`src/rtl/keypad_pkg.sv`:
```
// Shared constants for the matrix keypad scanner: key encoding and the row/col to code map.
package keypad_pkg;

    // {present, code}; present = 0 means no key in the scan.
    localparam logic [4:0] KEY_NONE = 5'b0_0000;

    localparam logic [3:0] KEY_CLEAR     = 4'hC;
    localparam logic [3:0] KEY_DIGIT_MAX = 4'h9;

    // Indexed by {row[1:0], col[1:0]}.
    localparam logic [3:0] KEY_MAP [0:15] = '{
        4'h1, 4'h2, 4'h3, 4'hA,
        4'h4, 4'h5, 4'h6, 4'hB,
        4'h7, 4'h8, 4'h9, 4'hC,
        4'h0, 4'hF, 4'hE, 4'hD
    };

endpackage

```
`src/rtl/keypad_debounce.sv`:
```
// Whole-scan debouncer: accepts a snapshot once it repeats DEBOUNCE_SCANS times and pulses on new keys.
module keypad_debounce
    import keypad_pkg::*;
#(
    parameter int DEBOUNCE_SCANS = 4
) (
    input  logic       clk,
    input  logic       clr,
    input  logic       scan_done,
    input  logic [4:0] snapshot,
    output logic       accept,
    output logic [3:0] key_code,
    output logic       key_valid,
    output logic       key_held
);

    localparam int CW = $clog2(DEBOUNCE_SCANS + 1);
    localparam logic [CW-1:0] CNT_MAX = CW'(DEBOUNCE_SCANS);

    logic [4:0]    prev_q, prev_d;
    logic [4:0]    deb_q, deb_d;
    logic [CW-1:0] cnt_q, cnt_d;
    logic [3:0]    code_q, code_d;
    logic          valid_q;

    always_comb begin
        prev_d = prev_q;
        deb_d  = deb_q;
        cnt_d  = cnt_q;
        code_d = code_q;
        accept = 1'b0;
        if (scan_done) begin
            prev_d = snapshot;
            if (snapshot == prev_q) begin
                cnt_d = (cnt_q == CNT_MAX) ? cnt_q : cnt_q + 1'b1;
            end else begin
                cnt_d = CW'(1);
            end
            if (cnt_d == CNT_MAX && snapshot != deb_q) begin
                deb_d  = snapshot;
                accept = snapshot[4];
            end
        end
        if (accept) begin
            code_d = snapshot[3:0];
        end
    end

    always_ff @(posedge clk) begin
        if (clr) begin
            prev_q  <= KEY_NONE;
            deb_q   <= KEY_NONE;
            cnt_q   <= '0;
            code_q  <= '0;
            valid_q <= 1'b0;
        end else begin
            prev_q  <= prev_d;
            deb_q   <= deb_d;
            cnt_q   <= cnt_d;
            code_q  <= code_d;
            valid_q <= accept;
        end
    end

    assign key_code  = code_q;
    assign key_valid = valid_q;
    assign key_held  = deb_q[4];

endmodule

```
`src/rtl/keypad_scanner.sv`:
```
// 4x4 keypad column scanner with debounced key pulses and a 4-digit BCD entry register.
module keypad_scanner
    import keypad_pkg::*;
#(
    parameter int SCAN_DIV       = 65536,
    parameter int DEBOUNCE_SCANS = 4
) (
    input  logic        clk,
    input  logic        clr,
    input  logic [3:0]  row_in,
    output logic [3:0]  col_out,
    output logic [3:0]  key_code,
    output logic        key_valid,
    output logic        key_held,
    output logic [15:0] entry_num
);

    localparam int DW = $clog2(SCAN_DIV);
    localparam logic [DW-1:0] DIV_MAX = DW'(SCAN_DIV - 1);

    logic [DW-1:0] div_q, div_d;
    logic [1:0]    col_idx_q, col_idx_d;
    logic [4:0]    snap_q, snap_d;
    logic [15:0]   entry_q, entry_d;
    logic [4:0]    col_hit, snap_scan;
    logic          sample, scan_done, accept;

    assign sample    = (div_q == DIV_MAX);
    assign scan_done = sample && (col_idx_q == 2'd3);

    // Walk rows high to low so the lowest pressed row wins within a column.
    always_comb begin
        col_hit = KEY_NONE;
        for (int r = 3; r >= 0; r--) begin
            if (!row_in[r]) begin
                col_hit = {1'b1, KEY_MAP[{r[1:0], col_idx_q}]};
            end
        end
    end

    // Column 0 starts a fresh scan; later columns only fill an empty snapshot.
    assign snap_scan = (col_idx_q == 2'd0 || !snap_q[4]) ? col_hit : snap_q;

    always_comb begin
        div_d     = sample ? '0 : div_q + 1'b1;
        col_idx_d = sample ? col_idx_q + 2'd1 : col_idx_q;
        snap_d    = sample ? snap_scan : snap_q;
        entry_d   = entry_q;
        if (accept) begin
            if (snap_scan[3:0] <= KEY_DIGIT_MAX) begin
                entry_d = {entry_q[11:0], snap_scan[3:0]};
            end else if (snap_scan[3:0] == KEY_CLEAR) begin
                entry_d = '0;
            end
        end
    end

    always_ff @(posedge clk) begin
        if (clr) begin
            div_q     <= '0;
            col_idx_q <= '0;
            snap_q    <= KEY_NONE;
            entry_q   <= '0;
        end else begin
            div_q     <= div_d;
            col_idx_q <= col_idx_d;
            snap_q    <= snap_d;
            entry_q   <= entry_d;
        end
    end

    keypad_debounce #(
        .DEBOUNCE_SCANS(DEBOUNCE_SCANS)
    ) u_debounce (
        .clk       (clk),
        .clr       (clr),
        .scan_done (scan_done),
        .snapshot  (snap_scan),
        .accept    (accept),
        .key_code  (key_code),
        .key_valid (key_valid),
        .key_held  (key_held)
    );

    assign col_out   = ~(4'b0001 << col_idx_q);
    assign entry_num = entry_q;

endmodule
```
`config.mk`:
```
export PLATFORM = sky130hd
export DESIGN_NAME = keypad_scanner
export DESIGN_NICKNAME = d
export VERILOG_FILES = /design/src/rtl/keypad_pkg.sv /design/src/rtl/keypad_debounce.sv /design/src/rtl/keypad_scanner.sv
export SDC_FILE = /design/constraint.sdc
export NUM_CORES = 1
export LEC_CHECK = 0
export BUFFER_PORTS_ARGS = -buffer_cell sky130_fd_sc_hd__buf_2
export CAP_MARGIN = 20
export CORE_MARGIN = 2
export CORE_UTILIZATION = 40
export DETAILED_ROUTE_END_ITERATION = 8
export GPL_ROUTABILITY_DRIVEN = 0
export MAX_ROUTING_LAYER = met4
export PLACE_DENSITY = 0.66
export RECOVER_POWER = 100
export SYNTH_ARGS = -nofsm -noshare
export SYNTH_HDL_FRONTEND = slang
export SYNTH_SLANG_ARGS = --single-unit
```
`constraint.sdc`:
```
create_clock -name clk -period 2.9 [get_ports clk]
set_input_delay 0.29 -clock clk [delete_from_list [all_inputs] [get_ports clk]]
set_output_delay 0.29 -clock clk [all_outputs]
set_load 0.02 [all_outputs]
```
==> results of run 1 <==
[stage by stage]
step | instances | total power [uW] | cell area (um^2)
floorplan | 344 | 865 | 3080
global placement | 469 | 885 | 3300
detailed placement | 469 | 886 | 3300
CTS | 484 | 1570 | 3480
global route | 484 | 1620 | 3450
finish | 484 | 1550 | 3450
[state kept, by name, indices dropped and copies added, names as in the netlist]
name / cells
u_debounce.prev_q: 5
snap_q: 5
u_debounce.key_code: 4
entry_num: 16
u_debounce.key_valid: 1
u_debounce.cnt_q: 3
col_idx_q: 2
u_debounce.deb_q: 5
div_q: 16
[timing repair]
item | in CTS | in global routing
gates resized for setup | 0 | 5
hold endpoints to repair | 0 | 0
setup endpoints to repair | 0 | 21
setup buffers | 0 | 0
[final timing paths]
kind | cells past startpoint | slack, ns | endpoint
min | 2 | 0.16 | div_q[6]
max | 10 | 0.25 | entry_num[9]
min reg2reg | 2 | 0.46 | u_debounce.prev_q[3]
max reg2reg | 10 | 0.25 | entry_num[9]
[power by group through the flow]
stage / clock [uW] / sequential [uW] / combinational, uW
6_report: 681 / 790 / 78.5
2_1_floorplan: 0 / 807 / 58.3
3_3_place_gp: 0 / 807 / 77.9
3_5_place_dp: 0 / 807 / 78.7
4_1_cts: 705 / 790 / 79.2
5_1_grt: 742 / 790 / 87.2
[metal layers]
metal,track usage [%],wire length [um]
met1,20.4,3090
met2,28.4,3230
met3,4.85,228
met4,6.72,117
met5,-,0
[cell families (layout without fill, tap and decap cells)]
family | after synthesis | after routing | synth area share [%]
compound gates | 89 | 89 | 23.1
flops | 57 | 57 | 37.0
xor+xnor | 17 | 17 | 5.32
buf+inv | 36 | 74 | 6.86
simple gates | 131 | 131 | 22.4
mux | 5 | 5 | 1.66
fa+ha+maj | 9 | 9 | 3.65
[layout by cell type, fill, tap and decap left out, types with 11 or more instances in the layout]
cell type   n
inv_1      15
dfxtp_1    57
clkbuf_1   29
a21oi_1    20
nor2_1     29
nand2_1    37
xor2_1     11
nand3_1    13
[worst register-to-register path: stages (launching register included)]
cell and delay [ns]:
dfxtp_1 0.32, inv_1 0.08, ha_1 0.33, o21ai_0 0.16, o211ai_1 0.44, o21a_1 0.21, clkbuf_1 0.23, nand2_1 0.12
a21oi_1 0.26, o211ai_4 0.20, o22ai_1 0.21
[layout make-up]
| class | count | area share [%] |
|---|---|---|
| multi-input cells | 251 | 50.3 |
| repair buffers | 43 | 5.99 |
| well taps | 102 | 3.70 |
| clock buffers | 11 | 3.81 |
| inverters | 16 | 1.74 |
| flip-flops and latches | 57 | 33.1 |
| clock inverters | 4 | 1.31 |
==> reports/metrics.yaml, run 1 <==
pwr-share-clk_pct: 44.0
yosysWarnings: 0
maxCapViolCount: 0
maxSlewHeadroom_pct: 55.0
cts_hold_buf: 0
crit_buf_inv: 2
swShare_pct: 22.5
power_density_nw_per_um2: 450
final_util_pct: 45.3
drc: 0
synthesis.area_um2: 3080
seq_power_share_pct: 51.0
worstHoldStart: "clr"
worstSetupStartpointType: "flip-flop"
wl_per_cell_um: 13.8
synth_top_area_share_pct: 37.0
grt_pass1_wl_mm: 11.5
drv_slew: 0
fin_ws_ns: 0.255
ant_nets: 0
ys_top_cells_by_count: "57 x dfxtp_1, 37 x nand2_1, 30 x nor2_1"
dr_total_vias: 2563
cts_buffers: 9
area_growth_pct: 11.8
hold_path.class: "in -> reg"
p_int_uw: 1200
pin_count: 32
finalHoldViolations: 0
slowest_stage: "o211ai_1"
synth_cell_types: 72
fmax_mhz: 378
drive_above_1_share_pct: 15.4
diodes: 0
hpwlAfterDp_mm: 4.79
pwr-share-comb_pct: 5.1
async_flop_share_pct: 0
die_h_um: 91.8
period_needed_ns: 2.65
io_buffer_count: 31
tns_ns: 0
post-place-ws_ns: 0.0862
h-tree-depth: 3
synthFlopType: "dfxtp_1"
required_ns: 3.15
die_w_um: 91.8
grt_pass1_vias: 2468
fin_nets: 393
die_area_um2: 8420
finalCritPeriodShare_pct: 91.2
crit_start: "col_idx_q[0]"
ys_top_cells_by_area: "dfxtp_1 37%, nand2_1 4.5%, ha_1 3.7%"
cp.arrival_ns: 2.90
tightestPinTransition_ns: 0.674
synth_cells: 344
synth_seq_cells: 57
num_rows: 32
path_cells: "inv_1 > ha_1 > o21ai_0 > o211ai_1 > o21a_1 > clkbuf_1 > nand2_1 > a21oi_1 > o211ai_4 > o22ai_1"
status: "complete, no violations"
first_iter_violations: 129
p_leak_uw: 0.00118
synth_nets: 359
cts_sinks: 57
clk_pin_slew_ns: 0.06
worst_skew_pair.late_latency_ns: 0.33
first_pass_iters: 4
cts_buffer_depth: 2
wl_mm: 6.66
cts-root-buf: "clkbuf_8"
end_kind: "flip-flop"
core_area_um2: 7610
max_stage_delay_ns: 0.44
synth_most_common_cell: "dfxtp_1"
grt_usage_pct: 17.4
cts_tree: "yes"
crit_type: "reg -> reg"
grt_antenna_before_repair: 0
multiInputGateArea_um2: 1730
grt_max_degree: 31
yosys.area.top_type: "dfxtp_1"
worst_ir_drop_vdd_mv: 0.288
synth-seq-area-share_pct: 37.0
path_max_fanout: 13
synth_edf_count: 0
hold_slack_ns: 0.162
drt-vias-per-instance: 5.30
setup_viol: 0
fillCellCount: 777
syn_avg_cell_area_um2: 8.96
gr-total-overflow: 0
r2r_start: "col_idx_q[0]"
regArea_um2: 1140
grt_setup_unrepaired: "no"
power_switching_uw: 348
clock_skew_ns: 0.00524
initial_utilization_pct: 40.5
crit_family: "compound AO/OA/AOI/OAI gates"
Power figures use the tool's default switching activity.
==> inputs of run 2 (changes only) <==
Settings changed: RECOVER_POWER 100 to 50.
==> reports/metrics.yaml, run 2 (synthesis gave the netlist of run 1 again) <==
grtUsageMet2_pct: 28.4
num_rows: 32
wl_per_cell_um: 13.8
die_w_um: 91.8
end_kind: "flip-flop"
post_cts_buffers: 0
grt_setup_unrepaired: "no"
power_density_nw_per_um2: 447
swShare_pct: 22.5
grt_use_met3_pct: 4.85
seq_power_share_pct: 50.9
setup_viol: 0
io_buffer_count: 31
grt_antenna_before_repair: 0
drive_above_1_share_pct: 16.8
pwr-share-comb_pct: 5.2
cts_tree: "yes"
cts_sinks: 57
die_area_um2: 8420
die_h_um: 91.8
finalCritPeriodShare_pct: 90.3
cts_buffer_depth: 2
pwr-share-clk_pct: 43.9
grt.met1_usage_pct: 20.4
crit_type: "reg -> reg"
tightestPinTransition_ns: 0.682
p_leak_uw: 0.00120
fin_ws_ns: 0.281
required_ns: 3.17
fin_nets: 393
drc: 0
worst_ir_drop_vdd_mv: 0.289
maxCapViolCount: 0
grt_pass1_wl_mm: 11.5
cts-root-buf: "clkbuf_8"
wl_mm: 6.66
h-tree-depth: 3
cts_buffers: 9
grt_usage_pct: 17.4
tns_ns: 0
first_pass_iters: 4
area_growth_pct: 12.6
drt-vias-per-instance: 5.30
hpwlAfterDp_mm: 4.79
layout_common_cells: "57 x dfxtp_1, 37 x nand2_1, 29 x nor2_1"
hold_path.class: "in -> reg"
worst_skew_pair.late_latency_ns: 0.33
clock_skew_ns: 0.00670
grt_max_degree: 31
clk_pin_slew_ns: 0.06
finalHoldViolations: 0
core_area_um2: 7610
period_needed_ns: 2.62
mostFrequentLayoutCell: "dfxtp_1"
power_switching_uw: 349
maxSlewHeadroom_pct: 54.5
worstSetupStartpointType: "flip-flop"
grt_pass1_vias: 2468
cp.arrival_ns: 2.89
p_int_uw: 1200
gr-total-overflow: 0
diodes: 0
busiest_layer: "met2"
first_iter_violations: 116
status: "complete, no violations"
initial_utilization_pct: 40.5
dr_total_vias: 2563
pin_count: 32
post-place-ws_ns: 0.0862
fmax_mhz: 382
path_max_fanout: 9
drv_slew: 0
ant_nets: 0
[run 2: cell count changes in the layout (fill, tap and decap cells not counted)]
cell      previous run  this run
buf_4               10        12
clkbuf_1            29        27
o21ai_1              2         1
o21ai_2              0         1
o22ai_1             10         9
o22ai_2              1         2
o311ai_0             1         0
o311ai_1             2         3
xnor2_1              5         4
xnor2_2              0         1
[run 2: critical path, stage by stage (launching register included)]
cell      delay (ns)
dfxtp_1         0.32
inv_1           0.08
ha_1            0.34
o21ai_0         0.32
nor2_1          0.09
mux2_2          0.24
o2111a_1        0.21
nand4_2         0.22
buf_4           0.25
or3_1           0.34
a21oi_1         0.14
[run 2: power groups by stage]
stage	Clock [uW]	Sequential [uW]	Combinational, uW
after floorplan	0	807	58.3
after global placement	0	807	77.9
after detailed placement	0	807	78.7
after CTS	705	790	79.2
after global routing	742	790	88.7
final	682	790	79.9
[run 2: path summary, 6_finish.rpt]
kind | startpoint | endpoint | slack, ns | depth (start not counted)
max | col_idx_q[0] | u_debounce.deb_q[1] | 0.28 | 10
max reg2reg | col_idx_q[0] | u_debounce.deb_q[1] | 0.28 | 10
min | clr | div_q[6] | 0.16 | 2
min reg2reg | u_debounce.prev_q[3] | u_debounce.prev_q[3] | 0.46 | 2
[run 2: layout make-up]
class | count | area (um^2)
tap | 102 | 128
multi-input combinational | 251 | 1750
clock inverter | 4 | 45.0
clock buffer | 11 | 131
timing repair buffer | 43 | 214
fill | 772 | 4140
inverter | 16 | 60.1
sequential | 57 | 1140
[run 2: per-layer routing]
layer  vias up  share of wire, %
met4         0               1.9
met2        54                49
met1      1194                46
met3        12               3.6
li1       1303                 -
met5         -                 0
[run 2: what timing repair did]
| item | CTS | global route |
|---|---|---|
| hold buffers | 0 | 0 |
| resized for setup | 0 | 5 |
| setup endpoints to repair | 0 | 21 |
[run 2: stage by stage]
| step | total power [uW] | util [%] | hold slack (ns) | instance area, um^2 | instances |
|---|---|---|---|---|---|
| finish | 1550 | 45.6 | 0.159 | 3470 | 484 |
| global route | 1620 | 45.6 | 0.147 | 3470 | 484 |
| CTS | 1570 | 45.7 | 0.147 | 3480 | 484 |
| detailed placement | 886 | 43.4 | 0.447 | 3300 | 469 |
| global placement | 885 | 43.4 | 0.438 | 3300 | 469 |
| floorplan | 865 | - | 0.430 | 3080 | 344 |
==> inputs of run 3 (changes only) <==
Settings changed: PLACE_DENSITY 0.66 to 0.59, TNS_END_PERCENT from default to 30.
==> reports/metrics.yaml, run 3 (synthesis gave the netlist of run 1 again) <==
first_pass_iters: 4
clock_skew_ns: 0.00876
crit_start: "col_idx_q[0]"
seq_power_share_pct: 46.9
pwr-share-comb_pct: 4.6
setup_viol: 0
fillCellCount: 781
end_kind: "flip-flop"
cts_sinks: 57
grt_max_degree: 33
grt_antenna_before_repair: 0
fin_ws_ns: 0.243
worst_ir_drop_vdd_mv: 0.256
final_cell_area_um2: 3510
gr-total-overflow: 0
core_area_um2: 7610
finalHoldViolations: 0
diodes: 0
wl_mm: 6.71
grt_setup_unrepaired: "no"
initial_utilization_pct: 40.5
p_leak_uw: 0.00122
post-place-ws_ns: 0.164
drt-vias-per-instance: 5.23
cts_tree: "yes"
hold_path.class: "reg -> reg"
first_iter_violations: 175
worstSetupStartpointType: "flip-flop"
cts_buffers: 9
grt_usage_pct: 17.3
die_area_um2: 8420
crit_type: "reg -> reg"
fmax_mhz: 376
hpwlAfterDp_mm: 4.85
cts_buffer_depth: 2
maxCapViolCount: 0
multiInputGateArea_um2: 1740
dr_total_vias: 2540
wl_per_cell_um: 13.8
required_ns: 3.17
power_density_nw_per_um2: 480
die_h_um: 91.8
drc: 0
swShare_pct: 23.0
layout_common_cells: "57 x dfxtp_1, 37 x nand2_1, 30 x nor2_1"
cp.arrival_ns: 2.93
status: "complete, no violations"
r2r_start: "col_idx_q[0]"
tightestPinTransition_ns: 0.669
area_growth_pct: 13.8
mostFrequentLayoutCell: "dfxtp_1"
power_switching_uw: 387
finalCritPeriodShare_pct: 91.6
pin_count: 32
p_total_uw: 1680
num_rows: 32
die_w_um: 91.8
grt_pass1_vias: 2458
grt_pass1_wl_mm: 11.4
pwr-share-clk_pct: 48.5
post_cts_buffers: 0
tns_ns: 0
path_max_fanout: 9
fin_nets: 394
place_area_um2: 3310
regArea_um2: 1140
p_int_uw: 1300
h-tree-depth: 3
drive_above_1_share_pct: 16.7
io_buffer_count: 31
clk_pin_slew_ns: 0.07
worstHoldStart: "u_debounce.prev_q[3]"
period_needed_ns: 2.66
worst_skew_pair.late_latency_ns: 0.34
ant_nets: 0
maxSlewHeadroom_pct: 55.3
drv_slew: 0
cts-root-buf: "clkbuf_8"
==> run 3: changes by cell type in the layout (fill, tap and decap cells not counted), sizes merged <==
cell	before	now
clkinv	3	4
buf	18	19
clkbuf	36	34
bufinv	1	2
clkinvlp	0	1
==> run 3: path summary, 6_finish.rpt <==
check	end	slack, ns	cells past startpoint
setup / recovery	u_debounce.deb_q[1]	0.24	10
hold / removal	u_debounce.prev_q[3]	0.45	2
hold reg to reg	u_debounce.prev_q[3]	0.45	2
setup reg to reg	u_debounce.deb_q[1]	0.24	10
==> run 3: layer usage <==
metal,up-vias,wire (um),track usage (%)
met1,1169,3160,21.6
met3,15,215,3.12
met5,-,0,-
met2,49,3210,27.1
li1,1307,-,-
met4,0,114,8.58
==> run 3: power groups by stage <==
stage | combinational [uW] | clock, uW | sequential [uW]
global route | 86.7 | 868 | 789
detailed placement | 77.3 | 0 | 807
CTS | 77.8 | 836 | 789
floorplan | 58.3 | 0 | 807
finish | 77.0 | 817 | 790
global placement | 77.4 | 0 | 807
==> run 3: repair_timing <==
item,4_1_cts,5_1_grt
endpoints found under the setup margin,0,12
resized for setup,0,1
hold buffers,0,0
==> run 3: worst max-delay path, stage by stage (launching register included) <==
cell and delay (ns):
dfxtp_1 0.31, inv_1 0.12, ha_1 0.34, nand2b_1 0.26
nand3_1 0.16, a32oi_1 0.24, o2111a_1 0.23, nand4_2 0.22
buf_4 0.24, or3_1 0.35, a21oi_1 0.14
==> run 3: metrics by stage <==
step	std cells	hold WS, ns	utilization [%]
2_1_floorplan	344	0.430	-
3_3_place_gp	470	0.443	43.5
3_5_place_dp	470	0.449	43.5
4_1_cts	486	0.457	46.4
5_1_grt	486	0.486	46.1
6_report	486	0.455	46.1
==> run 3: cell type report <==
type / instances / share of cell area [%]
inverter: 16 / 1.71
tap: 102 / 3.64
sequential: 57 / 32.5
timing repair buffer: 44 / 6.31
clock inverter: 7 / 2.71
multi-input combinational: 251 / 49.6
clock buffer: 9 / 3.53
